<file path="config.mk">
export PLATFORM = sky130hd
export DESIGN_NAME = result_writer
export DESIGN_NICKNAME = d
export VERILOG_FILES = /design/src/rtl/result_writer.sv
export SDC_FILE = /design/constraint.sdc
export NUM_CORES = 1
export LEC_CHECK = 0
export CAP_MARGIN = 20
export CORE_UTILIZATION = 50
export DETAILED_ROUTE_END_ITERATION = 8
export PLACE_DENSITY = 0.83
export SLEW_MARGIN = 10
export SYNTH_ARGS = -nofsm -noshare
export SYNTH_HDL_FRONTEND = slang
export SYNTH_SLANG_ARGS = --single-unit
export TNS_END_PERCENT = 30
</file>
<file path="constraint.sdc">
create_clock -name clock -period 4.5 [get_ports clock]
set_clock_uncertainty 0.05 [all_clocks]
set_input_delay 1.125 -clock clock [delete_from_list [all_inputs] [get_ports clock]]
set_output_delay 1.125 -clock clock [all_outputs]
set_load 0.005 [all_outputs]
</file>
<file path="src/rtl/result_writer.sv">
// result_writer: drains the 24-bit result FIFO and writes each result into SRAM
// through the 16-bit word-addressed arbiter bus, starting at a programmable base.
// Optional feature macro: RESULT_WRITER_PACK_EN packs two results into three
// halfwords instead of spending two halfwords per result.
module result_writer #(
  parameter int          ADDR_WIDTH  = 20,
  parameter int          COUNT_WIDTH = 16,
  parameter logic [15:0] END_MARKER  = 16'hFFFF
) (
  input  logic                   clock,
  input  logic                   reset_n,
  input  logic                   start,
  input  logic [ADDR_WIDTH-1:0]  base_address,
  input  logic [COUNT_WIDTH-1:0] max_results,
  input  logic                   finish,
  input  logic [23:0]            rfifo_dataq,
  input  logic                   rfifo_rdempty,
  output logic                   rfifo_rdreq,
  output logic [ADDR_WIDTH-1:0]  address,
  output logic [1:0]             byteenable,
  output logic                   write,
  output logic [15:0]            writedata,
  input  logic                   waitrequest,
  output logic                   busy,
  output logic                   done,
  output logic [COUNT_WIDTH-1:0] result_count,
  output logic                   wrapped
);

  // WR_PART only appears in packed builds; it flushes a half-written pair
  typedef enum logic [2:0] {
    IDLE,
    FETCH,
    WR_LO,
    WR_HI,
    WR_END,
    WR_PART,
    DONE
  } state_t;

  state_t                 state;
  state_t                 state_nxt;
  logic [ADDR_WIDTH-1:0]  ptr;
  logic [COUNT_WIDTH-1:0] limit;
  logic [COUNT_WIDTH-1:0] count_inc_val;
  logic [23:0]            hold;
  logic                   complete;
  logic                   count_step;
  logic                   limit_hit;

`ifdef RESULT_WRITER_PACK_EN
  logic [23:0] hold_b;
  logic        pending;
  logic        tail;
  logic        marker_due;
`endif

  // a bus write retires only when the arbiter stops stalling it
  assign complete      = write && !waitrequest;
  assign count_inc_val = (&result_count) ? result_count : result_count + COUNT_WIDTH'(1);
  assign limit_hit     = (limit != '0) && (count_inc_val == limit);
  assign address       = ptr;
  assign busy          = (state != IDLE);

  // state register; reset drops any write in flight with no completion
  always_ff @(posedge clock or negedge reset_n) begin
    if (!reset_n) begin
      state <= IDLE;
    end else begin
      state <= state_nxt;
    end
  end

  // next-state decode and bus/FIFO strobes; bus outputs depend only on
  // registered state so they stay stable while waitrequest is high
  always_comb begin
    state_nxt   = state;
    write       = 1'b0;
    byteenable  = 2'b00;
    writedata   = 16'h0000;
    rfifo_rdreq = 1'b0;
    done        = 1'b0;
    count_step  = 1'b0;
    case (state)
      IDLE: begin
        if (start) begin
          state_nxt = FETCH;
        end
      end
      FETCH: begin
        if (!rfifo_rdempty) begin
          rfifo_rdreq = 1'b1;
`ifdef RESULT_WRITER_PACK_EN
          state_nxt = pending ? WR_HI : WR_LO;
`else
          state_nxt = WR_LO;
`endif
        end else if (finish) begin
`ifdef RESULT_WRITER_PACK_EN
          state_nxt = pending ? WR_PART : WR_END;
`else
          state_nxt = WR_END;
`endif
        end
      end
      WR_LO: begin
        write      = 1'b1;
        byteenable = 2'b11;
        writedata  = hold[15:0];
`ifdef RESULT_WRITER_PACK_EN
        if (complete) begin
          count_step = 1'b1;
          if (limit_hit) begin
            state_nxt = tail ? DONE : WR_PART;
          end else begin
            state_nxt = FETCH;
          end
        end
`else
        if (complete) begin
          state_nxt = WR_HI;
        end
`endif
      end
      WR_HI: begin
        write = 1'b1;
`ifdef RESULT_WRITER_PACK_EN
        byteenable = 2'b11;
        writedata  = {hold_b[7:0], hold[23:16]};
        if (complete) begin
          state_nxt = WR_LO;
        end
`else
        byteenable = 2'b01;
        writedata  = {8'h00, hold[23:16]};
        if (complete) begin
          count_step = 1'b1;
          state_nxt  = limit_hit ? DONE : FETCH;
        end
`endif
      end
      WR_END: begin
        write      = 1'b1;
        byteenable = 2'b11;
        writedata  = END_MARKER;
        if (complete) begin
          state_nxt = DONE;
        end
      end
`ifdef RESULT_WRITER_PACK_EN
      WR_PART: begin
        write      = 1'b1;
        byteenable = 2'b11;
        writedata  = {8'h00, hold[23:16]};
        if (complete) begin
          state_nxt = marker_due ? WR_END : DONE;
        end
      end
`endif
      DONE: begin
        done      = 1'b1;
        state_nxt = IDLE;
      end
      default: begin
        state_nxt = IDLE;
      end
    endcase
  end

  // run bookkeeping: pointer, limit, captured result, counters and flags
  always_ff @(posedge clock or negedge reset_n) begin
    if (!reset_n) begin
      ptr          <= '0;
      limit        <= '0;
      hold         <= '0;
      result_count <= '0;
      wrapped      <= 1'b0;
`ifdef RESULT_WRITER_PACK_EN
      hold_b       <= '0;
      pending      <= 1'b0;
      tail         <= 1'b0;
      marker_due   <= 1'b0;
`endif
    end else begin
      if (state == IDLE && start) begin
        ptr          <= base_address;
        limit        <= max_results;
        result_count <= '0;
        wrapped      <= 1'b0;
`ifdef RESULT_WRITER_PACK_EN
        pending      <= 1'b0;
        tail         <= 1'b0;
        marker_due   <= 1'b0;
`endif
      end else begin
        if (complete) begin
          ptr <= ptr + ADDR_WIDTH'(1);
          if (&ptr) begin
            wrapped <= 1'b1;
          end
        end
        if (count_step) begin
          result_count <= count_inc_val;
        end
      end
`ifdef RESULT_WRITER_PACK_EN
      if (rfifo_rdreq) begin
        if (pending) begin
          hold_b <= rfifo_dataq;
        end else begin
          hold <= rfifo_dataq;
        end
      end
      if (state == FETCH && rfifo_rdempty && finish && pending) begin
        marker_due <= 1'b1;
      end
      if (complete) begin
        case (state)
          WR_LO: begin
            if (tail) begin
              tail <= 1'b0;
            end else begin
              pending <= 1'b1;
            end
          end
          WR_HI: begin
            pending <= 1'b0;
            tail    <= 1'b1;
            hold    <= {8'h00, hold_b[23:8]};
          end
          WR_PART: begin
            pending <= 1'b0;
          end
          default: begin
          end
        endcase
      end
`else
      if (rfifo_rdreq) begin
        hold <= rfifo_dataq;
      end
`endif
    end
  end

endmodule
</file>
==> out/qor.yml <==
global_routing:
  antenna_found_initial: 0
  grt_pass1_vias: 4069
  grt_util_all_layers: 0.261
  grt_pass1_wl_um: 20100
  grt_max_degree: 81
  gr-total-overflow: 0
timing:
  slew_headroom: 0.455
  hold_slack_ns: 0.456
  fmax_ghz: 0.272
  tns_ns: 0
  setup_viol: 0
  period_minus_slack_ns: 3.67
  setup_ws_ns: 0.830
  worst_slew_pin_slew_ns: 0.811
  slew_violations: 0
  finalCritPeriodShare: 0.816
  hold_violations: 0
  rsz0062_at_grt: "false"
critical_path:
  r2r_cells: 8
  crit_type: "input port to output port"
  arrival_ns: 2.50
  worstPathRequired_ns: 3.32
  crit_path_start_kind: "input port"
  critPathCaptureType: "output port"
  cp_max_fo: 3
logic_synthesis:
  synth_fp_nets: 563
  synth_largest_area_cell: "dfrtp_1"
  async_flop_share: 1.00
  netlist_area_um2: 4570
  synth_cells: 495
  synth_top_cell_area_share: 0.438
  synthFlopType: "dfrtp_1"
  synth.most_common_cell: "dfrtp_1"
  synth_seq_cells: 80
  ys_types: 51
  synth_area_leaders: "dfrtp_1, mux2_2, o21ai_0"
  synth_area_per_cell_um2: 9.24
  synthTopCellsByCount: "dfrtp_1, o21ai_0, nand2_1"
  ys_warn_count: 0
  synth_edf_count: 0
  ys_seq_area_frac: 0.438
final_layout:
  diodes: 0
  drive_gt1_frac: 0.115
  area_growth_pct: 33.6
  final_area_um2: 6110
  final_nets: 672
clock_network:
  htreeDepth: 3
  cts_tree: "built"
  ctsHoldBuffers: 0
  cts_buffer_depth: 2
  cts_setup_buffers: 0
  cts.sinks: 80
  cts_resized: 0
  clock_latency_ns: 0.35
  clock_tree.root_cell: "clkbuf_8"
  clk_pin_slew_ns: 0.08
  numCtsBuffers: 9
die:
  initial_core_util: 0.519
  die-area_um2: 9530
  core_area_um2: 8810
  rows: 34
  fp.dieH_um: 97.6
  ios: 125
  die_w_um: 97.6
route:
  post-route-drc-count: 12
  wire_per_inst_um: 16.8
  drt_iter0_drc: 257
  antenna_left: 0
  viasPerCell: 5.97
  vias: 4278
  wirelength_um: 12100
  first_pass_iters: 9
hold_path:
  hold_depth: 2
  hp-class: "flop to flop"
placement:
  place_ws_ns: 0.842
  place_area_um2: 5870
  gp_congestion: 0.996
  port-buffer-count: 124
  dp.final_hpwl_um: 8610
run_status:
  outcome: "finished with violations"
  failed_checks: "DRC"
run:
  maxCapViolations: 0
pwr:
  ir_worst_vdd_v: 0.000344
  power_density_nw_per_um2: 546
  p_leak_uw: 0.00236
## worst paths after layout
kind | startpoint | slack (ns) | to
max | rfifo_rdempty | 0.83 | rfifo_rdreq
min reg2reg | wrapped | 0.46 | wrapped
max reg2reg | result_count[1] | 1.18 | state[2]
max in group asynchronous | reset_n | 3.21 | hold[16]
min in group asynchronous | reset_n | 0.60 | limit[7]
min | wrapped | 0.46 | wrapped
## cell type report
| type | count | area [um^2] |
|---|---|---|
| Clock buffer | 10 | 128 |
| Clock inverter | 5 | 81.3 |
| Fill cell | 687 | 2700 |
| Inverter | 8 | 30.0 |
| Multi-Input combinational cell | 372 | 2410 |
| Sequential cell | 80 | 2000 |
| Tap cell | 108 | 135 |
| Timing Repair Buffer | 133 | 1330 |
## power by group
group          leakage (uW)  switching, uW  total [uW]  internal [uW]
registers          0.000997            298        1310           1010
logic               0.00126            621        1450            831
clock network      0.000103            266         577            311
## cells by family after synthesis
| family | count (synthesis) | synth area share |
|---|---|---|
| AO/OA/AOI/OAI | 124 | 0.162 |
| XOR/XNOR | 31 | 0.0594 |
| adder cells (fa/ha/maj) | 2 | 0.00547 |
| buffers and inverters | 43 | 0.0380 |
| flip-flops | 80 | 0.438 |
| multiplexers | 38 | 0.0933 |
| AND/OR/NAND/NOR | 177 | 0.204 |
## metal layers
layer / wire (um) / track usage / up-vias
li1: - / - / 2017
met3: 1050 / 0.0655 / 18
met5: 0 / 0 / -
met1: 5140 / 0.355 / 2064
met2: 5650 / 0.412 / 179
met4: 210 / 0.0769 / 0
## through the flow
| stage | power [uW] | utilization | instances |
|---|---|---|---|
| 2_1_floorplan | 2060 | - | 495 |
| 3_3_place_gp | 2710 | 0.667 | 700 |
| 3_5_place_dp | 2760 | 0.667 | 700 |
| 4_1_cts | 3340 | 0.691 | 715 |
| 5_1_grt | 3560 | 0.694 | 716 |
| 6_report | 3330 | 0.694 | 716 |
## cell usage in the layout (no fill, tap or decap), types with 3 or more instances in the layout
| master | instances |
|---|---|
| clkdlybuf4s50_1 | 123 |
| dfrtp_1 | 80 |
| o21ai_0 | 54 |
| nand2_1 | 53 |
| mux2_2 | 37 |
| a21oi_1 | 34 |
| nor2_1 | 22 |
| xor2_1 | 19 |
| nand4_1 | 18 |
| nand3_1 | 17 |
| xnor2_1 | 12 |
| and3_1 | 11 |
| nor3_1 | 10 |
| nor4_1 | 9 |
| clkbuf_8 | 9 |
| buf_4 | 9 |
| nor2b_1 | 8 |
| inv_1 | 8 |
| and4_1 | 7 |
| o31ai_1 | 7 |
| nand2b_1 | 5 |
| or3_1 | 4 |
| a31oi_1 | 4 |
| and2_1 | 3 |
| a211oi_1 | 3 |
| a2111oi_0 | 3 |
## flip-flops by register name (all words and copies together), names as in the netlist
| name | flops |
|---|---|
| hold | 24 |
| address | 20 |
| limit | 16 |
| result_count | 16 |
| state | 3 |
| wrapped | 1 |
## worst max-delay path, cell delays in order
cell and delay, ns:
clkdlybuf4s50_1 0.43, nor2_1 0.19, nand2_1 0.10, nor2_2 0.11, clkdlybuf4s50_1 0.55
Power figures use the tool's default switching activity.
